===== config.mk =====
export PLATFORM = sky130hd
export DESIGN_NAME = serial_adder_flat
export DESIGN_NICKNAME = d
export VERILOG_FILES = /design/src/rtl/serial_adder_if.sv /design/src/rtl/serial_adder.sv /design/src/flat_wrapper.sv
export SDC_FILE = /design/constraint.sdc
export NUM_CORES = 1
export LEC_CHECK = 0
export CORE_AREA = 4 4 64 66
export DETAILED_ROUTE_END_ITERATION = 12
export DIE_AREA = 0 0 68 70
export GPL_TIMING_DRIVEN = 0
export PLACE_DENSITY = 0.79
export SLEW_MARGIN = 10
export SYNTH_ARGS = -nofsm -noshare
export SYNTH_HDL_FRONTEND = slang
export SYNTH_SLANG_ARGS = --single-unit
export TNS_END_PERCENT = 5

===== constraint.sdc =====
create_clock -name clk -period 1.3 [get_ports clk]
set_clock_uncertainty 0.15 [all_clocks]
set_input_delay 0.195 -clock clk [delete_from_list [all_inputs] [get_ports clk]]
set_output_delay 0.195 -clock clk [all_outputs]
set_load 0.02 [all_outputs]

===== src/rtl/serial_adder_if.sv =====
// Operand/result bundle between a requester and the serial adder.
interface serial_adder_if #(
  parameter int unsigned WIDTH = 8
) ();
  logic             start;
  logic [WIDTH-1:0] a;
  logic [WIDTH-1:0] b;
  logic             bit_a;
  logic             bit_b;
  logic             busy;
  logic             done;
  logic [WIDTH-1:0] sum;
  logic             carry_out;

  modport master (
    output start, a, b,
    input  bit_a, bit_b, busy, done, sum, carry_out
  );

  modport slave (
    input  start, a, b,
    output bit_a, bit_b, busy, done, sum, carry_out
  );
endinterface


===== src/rtl/serial_adder.sv =====
// Bit-serial adder: captures two operands, adds LSB first one bit per cycle,
// then pulses done for one cycle with the registered sum and carry.
module serial_adder #(
  parameter int unsigned WIDTH = 8
) (
  input  logic          clk,
  input  logic          rst,
  serial_adder_if.slave bus
);

  localparam int unsigned CNT_W = $clog2(WIDTH + 1);

  typedef enum logic [1:0] {
    IDLE  = 2'd0,
    SHIFT = 2'd1,
    DONE  = 2'd2
  } state_e;

  state_e           state_q;
  logic [WIDTH-1:0] a_q;
  logic [WIDTH-1:0] b_q;
  logic [WIDTH-1:0] res_q;
  logic             carry_q;
  logic [CNT_W-1:0] cnt_q;
  logic             busy_q;
  logic             done_q;

  logic             half_d;
  logic             sum_bit_d;
  logic             carry_d;

  // Full adder as two half-adder stages plus an OR.
  always_comb begin
    half_d    = a_q[0] ^ b_q[0];
    sum_bit_d = half_d ^ carry_q;
    carry_d   = (a_q[0] & b_q[0]) | (carry_q & half_d);
  end

  always_ff @(posedge clk) begin
    if (rst) begin
      state_q <= IDLE;
      a_q     <= '0;
      b_q     <= '0;
      res_q   <= '0;
      carry_q <= 1'b0;
      cnt_q   <= '0;
      busy_q  <= 1'b0;
      done_q  <= 1'b0;
    end else begin
      case (state_q)
        IDLE: begin
          if (bus.start) begin
            a_q     <= bus.a;
            b_q     <= bus.b;
            carry_q <= 1'b0;
            cnt_q   <= '0;
            busy_q  <= 1'b1;
            state_q <= SHIFT;
          end
        end
        SHIFT: begin
          // Operands drain right; result bits enter from the MSB side.
          a_q     <= {1'b0, a_q[WIDTH-1:1]};
          b_q     <= {1'b0, b_q[WIDTH-1:1]};
          res_q   <= {sum_bit_d, res_q[WIDTH-1:1]};
          carry_q <= carry_d;
          cnt_q   <= cnt_q + CNT_W'(1);
          if (cnt_q == CNT_W'(WIDTH - 1)) begin
            busy_q  <= 1'b0;
            done_q  <= 1'b1;
            state_q <= DONE;
          end
        end
        DONE: begin
          done_q  <= 1'b0;
          state_q <= IDLE;
        end
        default: begin
          busy_q  <= 1'b0;
          done_q  <= 1'b0;
          state_q <= IDLE;
        end
      endcase
    end
  end

  assign bus.bit_a     = a_q[0];
  assign bus.bit_b     = b_q[0];
  assign bus.busy      = busy_q;
  assign bus.done      = done_q;
  assign bus.sum       = res_q;
  assign bus.carry_out = carry_q;

endmodule


===== src/flat_wrapper.sv =====
// flat-port wrapper written by rule: the top's interface ports become plain ports
module serial_adder_flat 
#(
  parameter int unsigned WIDTH = 8
)
  (clk, rst, bus_start, bus_a, bus_b, bus_bit_a, bus_bit_b, bus_busy, bus_done, bus_sum, bus_carry_out);
  serial_adder_if #(.WIDTH(WIDTH)) bus_i ();
  input  logic clk;
  input  logic rst;
  input wire logic [$bits(bus_i.start)-1:0] bus_start;
  input wire logic [$bits(bus_i.a)-1:0] bus_a;
  input wire logic [$bits(bus_i.b)-1:0] bus_b;
  output wire logic [$bits(bus_i.bit_a)-1:0] bus_bit_a;
  output wire logic [$bits(bus_i.bit_b)-1:0] bus_bit_b;
  output wire logic [$bits(bus_i.busy)-1:0] bus_busy;
  output wire logic [$bits(bus_i.done)-1:0] bus_done;
  output wire logic [$bits(bus_i.sum)-1:0] bus_sum;
  output wire logic [$bits(bus_i.carry_out)-1:0] bus_carry_out;
  assign bus_i.start = bus_start;
  assign bus_i.a = bus_a;
  assign bus_i.b = bus_b;
  assign bus_bit_a = bus_i.bit_a;
  assign bus_bit_b = bus_i.bit_b;
  assign bus_busy = bus_i.busy;
  assign bus_done = bus_i.done;
  assign bus_sum = bus_i.sum;
  assign bus_carry_out = bus_i.carry_out;
  serial_adder #(.WIDTH(WIDTH)) u_core (.clk(clk), .rst(rst), .bus(bus_i));
endmodule

==> results of run 1 <==
-- stage by stage --
stage | total power, mW | cell area [um^2]
2_1_floorplan | 1.34 | 1560
3_3_place_gp | 1.47 | 1920
3_5_place_dp | 1.47 | 1920
4_1_cts | 2.03 | 1990
5_1_grt | 2.14 | 2020
6_report | 2.02 | 2020
-- repair_timing --
item,in CTS,in global routing
setup endpoints to repair,43,31
resized for setup,73,19
cloned,0,0
setup buffers,0,0
pin swaps,1,1
hold endpoints to repair,0,0
-- path summary, 6_finish.rpt --
path,cells after the start,to,slack [ns]
worst max-delay path,3,u_core.bus.sum[7],-0.02
worst min-delay path,2,u_core.state_q[0],0.04
worst max register to register,3,u_core.bus.sum[7],-0.02
worst min register to register,2,u_core.bus.sum[0],0.32
-- power by group through the flow --
stage	combinational, mW	clock [mW]	sequential, mW
after floorplan	0.198	0	1.14
after global placement	0.336	0	1.13
after detailed placement	0.340	0	1.13
after CTS	0.347	0.568	1.11
after global routing	0.396	0.616	1.12
final	0.357	0.548	1.11
-- placed cells by master (no fill, tap or decap), drive strengths merged, types with 2 or more instances in the layout --
cell / n
nand3: 2
o221a: 14
nand3b: 2
a21oi: 40
o22ai: 2
nand2: 18
nor3: 2
inv: 15
o21bai: 2
nor2: 33
clkdlybuf4s50: 16
nor2b: 5
dfxtp: 33
clkbuf: 12
buf: 23
clkinv: 2
-- metal layers --
layer | vias up | global-route usage | wire length (um)
met5 | - | 0 | 0
met1 | 676 | 0.219 | 1700
li1 | 753 | - | -
met4 | 0 | 0.0464 | 17
met2 | 33 | 0.276 | 1780
met3 | 2 | 0.0740 | 258
-- kinds of logic (layout without fill, tap and decap cells) --
logic type	after synthesis	count (layout)	synth area share
AND/OR/NAND/NOR	67	67	0.188
AO/OA/AOI/OAI	64	64	0.277
flip-flops	33	33	0.425
buffers and inverters	31	69	0.0829
adder cells (fa/ha/maj)	2	2	0.0209
multiplexers	1	1	0.00644
-- layout make-up --
cell class | instances | share of cell area
Buffer | 16 | 0.0577
Clock buffer | 6 | 0.0205
Clock inverter | 2 | 0.00496
Inverter | 15 | 0.0279
Multi-Input combinational cell | 134 | 0.406
Sequential cell | 33 | 0.334
Tap cell | 48 | 0.0298
Timing Repair Buffer | 30 | 0.119
-- worst max-delay path, delay by kind of cell (launching register included) --
kind            cells  cell delay, ns
flops               1            0.37
fa+ha+maj           1            0.49
compound gates      1            0.18
buf+inv             1            0.05
-- registers in the layout (all words and copies together), names as in the netlist --
register,count
u_core.a_q,8
u_core.b_q,8
u_core.bus.busy,1
u_core.bus.carry_out,1
u_core.bus.done,1
u_core.bus.sum,8
u_core.cnt_q,4
u_core.state_q,2
==> results.toml, run 1 <==
[setup_path]
crit_required_ns = 1.40
cp-end-kind = "register"
crit_path_start_kind = "register"
critPathKind = "register to register"
crit_start = "u_core.b_q[0]"
r2r-start = "u_core.b_q[0]"
cpPeakStageDelay_ns = 0.49
crit_chain = "inv_2, fa_1, a211oi_2"
cp_data_arrival_time_ns = 1.43
slowest_stage = "fa_1"
crit_fanout = 3

[min_path]
worstHoldStart = "rst"
hold_path_class = "input port to register"

[logic_synthesis]
syn_area_per_cell_um2 = 7.85
yosysSeqAreaShare = 0.425
ys_seq_elements = 33
synth_ff_type = "dfxtp_1"
ys_top_cells_by_area = "dfxtp_1, a21oi_1, o221a_2, nor2_1, nand2_1"
synth-edff-count = 0
synthTopCellsByCount = "a21oi_1, dfxtp_1, nor2_1"
synthCells = 198
post-synth-top-count-cell = "a21oi_1"
synth.distinct_cells = 29
syn_nets = 219
ys_warn_count = 0
syn-cell-area_mm2 = 0.00156
async_flop_share = 0
synth_top_area_share = 0.425
yosysTopAreaCell = "dfxtp_1"

[die]
ios = 32
row_count = 22
die_w_um = 68
dieHeight_um = 70
core_area_mm2 = 0.00358
start_util = 0.435
die_area_mm2 = 0.00476

[clocking]
htreeDepth = 2
clock_sinks = 33
clkLatencyLatePin_ns = 0.34
cts_buffer_depth = 2
hold_buffers = 0
cts_root_buf = "clkbuf_4"
cts_buffers = 5
cts_tree = "done"
clk_pin_slew_ns = 0.11

[placement]
gp_congestion = 0.777
numPortBuffers = 30
pre_cts_ws_ns = -0.526
place_inst = 276
dpl.hpwl_mm = 2.54

[finish]
drive_gt1_frac = 0.284
area_delta_synth_final_pct = 29.7
diodes = 0
nets = 256
finalNonFillerCells = 284
multi_input_area_um2 = 818
fin_util = 0.564
register_area_um2 = 674
n_fill_cell = 354

[pwr]
vdd_drop_max_uv = 611
pwr-share-clk = 0.271
intPower_mw = 1.45
power.density_mw_per_mm2 = 1000
seqPwrFrac = 0.552
p_leak_nw = 0.827
power_switching_uw = 572
p_sw_frac = 0.283
combPwrFrac = 0.177

[run_status]
status = "complete, but fails checks"
violations = "setup timing"

[sta]
rsz0062_at_grt = "yes"
whs_ns = 0.0422
finalHoldViolCount = 0
tns_ns = -0.0240
finalCriticalPeriod_ns = 1.32
slew_headroom = 0.680
slew_violations = 0
fin_ws_ns = -0.0240
worst_pin_slew_ns = 0.480
fin_crit_sh = 1.02
timing.fmax_ghz = 0.755
setup_viol = 1

[run]
max-cap-violations = 0

[global_routing]
grt_util_all_layers = 0.176
grt_start_max_net_pins = 11
antenna_found_initial = 0
grt_pass1_vias = 1451
grt_overflow = 0
grt_pass1_wl_mm = 6.45

[drt]
drc = 0
via_per_inst = 5.15
post_drt_wl_per_cell_um = 13.2
detail-route-antenna-nets = 0
firstDrtPassIters = 4
vias = 1464
drt_wl_total_mm = 3.76
drt-initial-drc-count = 126
No activity file was read; power rests on OpenSTA's default activity.
==> inputs of run 2 (changes only) <==
--- a/config.mk
+++ b/config.mk
@@ -9,7 +9,7 @@
 export DETAILED_ROUTE_END_ITERATION = 12
 export DIE_AREA = 0 0 68 70
 export GPL_TIMING_DRIVEN = 0
-export PLACE_DENSITY = 0.79
+export PLACE_DENSITY = 0.74
 export SLEW_MARGIN = 10
 export SYNTH_ARGS = -nofsm -noshare
 export SYNTH_HDL_FRONTEND = slang
==> run 2 against run 1 <==
  * The flow still finishes with violations (setup timing)
  * Die area stayed put
  * Worst hold slack better by 0.012 ns
  * Sequential share of layout area down 1.1 points
  * First-iteration DRC count down 43%
  * Non-clock buffer count rose by 4
  * Global-route usage shrank 0.69 points
  * Clock power is 65% higher
  * Fmax is 0.55% higher
  * Flip-flop and latch count stayed put
  * Register-to-register slack is essentially flat
  * Power up 18%
  * Largest cell class unchanged
  * Largest power group unchanged
  * Highest routed layer unchanged
==> results.toml, run 2 (synthesis results as in run 1) <==
[sta]
setup_viol = 1
worst_pin_slew_ns = 0.452
slew_violations = 0
whs_ns = 0.0546
slew_headroom = 0.699
rsz0062_at_grt = "yes"
finalHoldViolCount = 0
fin_crit_sh = 1.01
timing.fmax_ghz = 0.759
fin_ws_ns = -0.0168
finalCriticalPeriod_ns = 1.32

[drt]
firstDrtPassIters = 6
detail-route-antenna-nets = 0
drt-initial-drc-count = 72
via_per_inst = 5.16
drc = 0
vias = 1485
post_drt_wl_per_cell_um = 12.9
drt_wl_total_mm = 3.72

[pwr]
vdd_drop_max_uv = 603
combPwrFrac = 0.151
power_switching_uw = 616
power.density_mw_per_mm2 = 1140
p_sw_frac = 0.259
p_leak_nw = 0.857
intPower_mw = 1.76
pwr-share-clk = 0.381
seqPwrFrac = 0.469

[clocking]
clk_pin_slew_ns = 0.11
cts_buffer_depth = 2
clock_sinks = 33
cts_root_buf = "clkbuf_4"
cts_buffers = 5
htreeDepth = 2
cts_tree = "done"
clkLatencyLatePin_ns = 0.35
hold_buffers = 0

[setup_path]
r2r_cells = 3
crit_buf_inv = 1
crit_fanout = 3
r2r-start = "u_core.b_q[0]"
crit_family = "adder cells"
crit_chain = "inv_4, fa_2, a211oi_2"
cp_data_arrival_time_ns = 1.40
cpPeakStageDelay_ns = 0.57
cp-end-kind = "register"
slowest_stage = "fa_2"
critPathKind = "register to register"
r2r_setup_slack_ns = -0.02
crit_required_ns = 1.38
crit_path_start_kind = "register"
r2r-end = "u_core.bus.sum[7]"
worstSetupPathDepth = 3

[finish]
area_delta_synth_final_pct = 34.6
fin_util = 0.585
layout_commonest_cell = "a21oi_1"
n_fill_cell = 342
layout_common_cells = "a21oi_1, nor2_1, dfxtp_1"
nets = 260
finalInstanceArea_mm2 = 0.00209
drive_gt1_frac = 0.296
diodes = 0

[placement]
dpl_cell_area_mm2 = 0.00192
gp_congestion = 0.755
dpl.hpwl_mm = 2.55
numPortBuffers = 30

[die]
row_count = 22
ios = 32
dieHeight_um = 70
start_util = 0.435
die_area_mm2 = 0.00476
die_w_um = 68
core_area_mm2 = 0.00358

[run]
max-cap-violations = 0

[global_routing]
grt_start_max_net_pins = 12
grt_overflow = 0
grt_pass1_wl_mm = 6.18
grt_pass1_vias = 1398
antenna_found_initial = 0
grt_util_all_layers = 0.169

[min_path]
worstHoldStart = "rst"
hold_path_class = "input port to register"
worstHoldPathCells = 2
hold-path-endpoint = "u_core.state_q[0]"

[run_status]
status = "complete, but fails checks"
violations = "setup timing"
[run 2: changes by cell type in the layout (fill, tap and decap cells not counted), sizes merged]
cell | before | now
buf | 23 | 26
bufinv | 0 | 1
clkinv | 2 | 1
clkdlybuf4s50 | 16 | 17
dlymetal6s2s | 1 | 0
clkbuf | 12 | 13
[run 2: area by class of cell]
class / count / area, um^2 / area share
Tap cell: 48 / 60.1 / 0.0287
Multi-Input combinational cell: 134 / 826 / 0.395
Clock inverter: 2 / 35.0 / 0.0167
Timing Repair Buffer: 34 / 265 / 0.127
Inverter: 15 / 58.8 / 0.0281
Clock buffer: 6 / 62.6 / 0.0299
Buffer: 16 / 109 / 0.0520
Sequential cell: 33 / 677 / 0.323
[run 2: through the flow]
stage          setup WS [ns]  cells  total power [mW]  setup TNS (ns)
2_1_floorplan        0.00351    198              1.34               0
3_3_place_gp          -0.519    276              1.47          -10.38
3_5_place_dp          -0.512    276              1.47          -10.14
4_1_cts              -0.0605    284              2.38          -0.544
5_1_grt              -0.0387    288              2.50          -0.497
6_report             -0.0168    288              2.38         -0.0168
[run 2: power by group through the flow]
stage	clock, mW	combinational, mW	sequential, mW
after floorplan	0	0.198	1.14
after global routing	0.976	0.398	1.12
after global placement	0	0.337	1.13
after detailed placement	0	0.341	1.13
final	0.906	0.358	1.11
after CTS	0.917	0.347	1.11
[run 2: worst max-delay path by stage]
stage / start / to / slack (ns)
2_1_floorplan: u_core.cnt_q[0] / u_core.state_q[0] / 0.004
3_3_place_gp: bus_start / u_core.a_q[5] / -0.52
3_5_place_dp: bus_start / u_core.b_q[2] / -0.51
4_1_cts: u_core.state_q[0] / u_core.cnt_q[3] / -0.06
5_1_grt: u_core.state_q[1] / u_core.cnt_q[3] / -0.04
6_report: u_core.b_q[0] / u_core.bus.sum[7] / -0.02
[run 2: what timing repair did]
| item | 4_1_cts | 5_1_grt |
|---|---|---|
| resized for setup | 73 | 19 |
| pin swaps | 2 | 2 |
| setup endpoints to repair | 43 | 37 |
| setup buffers | 0 | 4 |
| cloned | 0 | 0 |
| hold endpoints to repair | 0 | 0 |
[run 2: layer usage]
layer / vias up / global-route usage / routed length, um
met4: 0 / 0.0530 / 42
met5: - / 0 / 0
li1: 765 / - / -
met1: 674 / 0.221 / 1700
met2: 40 / 0.254 / 1710
met3: 6 / 0.0643 / 272
==> patch, RTL diff (flow settings as in run 1) <==
Re-encode `state_e` (3 states) as one-hot, 3 bits wide.
--- a/src/rtl/serial_adder.sv
+++ b/src/rtl/serial_adder.sv
@@ -10,10 +10,10 @@
 
   localparam int unsigned CNT_W = $clog2(WIDTH + 1);
 
-  typedef enum logic [1:0] {
-    IDLE  = 2'd0,
-    SHIFT = 2'd1,
-    DONE  = 2'd2
+  typedef enum logic [2:0] {
+    IDLE  = 3'b001,
+    SHIFT = 3'b010,
+    DONE  = 3'b100
   } state_e;
 
   state_e           state_q;
Check against the original RTL: no difference found for any inputs over 10 cycles, from zero or initial values and one cycle with rst high; not proved beyond that.
==> patch against run 1 <==
  * The flow still finishes with violations (setup timing)
  * Power grew 8.5%
  * Wire length fell by 4.9%
  * Area after synthesis is 1.4% lower
  * Sequential share of layout area increased by 0.18 points
  * Critical path type unchanged
  * Design area grew 3.2%
  * Critical endpoint is now u_core.b_q[4]$_SDFFE_PP0P_
  * Combinational power is 23% higher
  * Via count is 7.2% lower
  * Core utilization increased by 1.8 points
  * Global-route usage is 2.0 points lower
  * Setup slack worse by 200 ps
  * Sequential cell count up 1
  * Critical path depth rose by 3
==> patch: results (changes against run 1) <==
Top cells by area, synth: dfxtp_1 44%, a21oi_1 8.8%, nand2_1 7.8% (was dfxtp_1 42%, a21oi_1 13%, o221a_2 10%)
CP max-delay cell: dfxtp_4 (was fa_1)
GRT met3 Usage: 5.31% (was 7.40%)
Grt met1 use: 19.8% (was 21.9%)
Met1 Wirelength: 1640 microns (was 1700 microns)
WL met3: 159 microns (was 258 microns)
Failing checks: setup timing (unchanged)
Synth Area in Adders: 2.12% (was 2.09%)
Worst hold slack: 104 ps (was 42.2 ps)
Slowest Stage Delay on Critical Path: 370 ps (was 490 ps)
Layout cells sized above 1: 34.5% (was 28.4%)
Top Family by Delay on Critical Path: flip-flops (was adder cells)
LEAKAGE: 0.822 nW (was 0.827 nW)
Number of global-route vias before repair: 1,243 (was 1,451)
Synth Area in Compound Gates: 22.9% (was 27.7%)
Dpl ws: -621 ps (was -526 ps)
Final setup fails: 30 (was 1)
Switch share: 27.9% (was 28.3%)
Netlist Area Pre-Place: 1530 sq um (was 1560 sq um)
Worst slew pin tran: 626 ps (was 480 ps)
Post-Syn Area per Cell: 8.71 sq um (was 7.85 sq um)
Final Net Count: 243 (was 256)
Min-Delay Endpoint: u_core.b_q[0]$_SDFFE_PP0P_ (was u_core.state_q[0]$_SDFFE_PP0P_)
GPL Wtd Cong: 0.726 (was 0.777)
Crit-path max FO: 6 (was 3)
Dpl cells: 254 (was 276)
Fraction of area in multi-input gates: 38.8% (was 40.6%)
Met2 WL post-DR: 1740 microns (was 1780 microns)
Final WS setup: -222 ps (was -24.0 ps)
Max VDD drop: 0.423 mV (was 0.611 mV)
Post-synth top cells: 34 x dfxtp_1, 32 x nand2_1, 27 x a21oi_1 (was 40 x a21oi_1, 33 x dfxtp_1, 33 x nor2_1)
DRT iter0 DRCs: 93 (was 126)
Final HPWL DP: 2320 microns (was 2540 microns)
Reg2reg start: u_core.state_q[1]$_SDFFE_PP0P_ (was u_core.b_q[0]$_SDFFE_PP0P_)
Syn Nets: 197 (was 219)
Status: complete, but fails checks (unchanged)
Global-route wire length before repair: 5700 microns (was 6450 microns)
-- patch: what timing repair did --
action	in CTS	in global routing
endpoints found under the hold margin	0	0
buffers inserted	7	0
setup endpoints to repair	45	35
pin swaps	15	12
resized for setup	73	13
cloned	3	0
-- patch: how the worst max path moves through the flow --
stage,depth (start not counted),slack [ps],start,to
2_1_floorplan,7,-210,u_core.state_q[2]$_SDFFE_PP0P_,u_core.b_q[2]$_SDFFE_PP0P_
3_3_place_gp,7,-610,bus_start,u_core.a_q[3]$_SDFFE_PP0P_
3_5_place_dp,7,-620,bus_start,u_core.b_q[3]$_SDFFE_PP0P_
4_1_cts,6,-240,u_core.state_q[0]$_SDFFE_PP1P_,u_core.b_q[5]$_SDFFE_PP0P_
5_1_grt,6,-290,u_core.state_q[1]$_SDFFE_PP0P_,u_core.b_q[1]$_SDFFE_PP0P_
6_report,6,-220,u_core.state_q[1]$_SDFFE_PP0P_,u_core.b_q[4]$_SDFFE_PP0P_
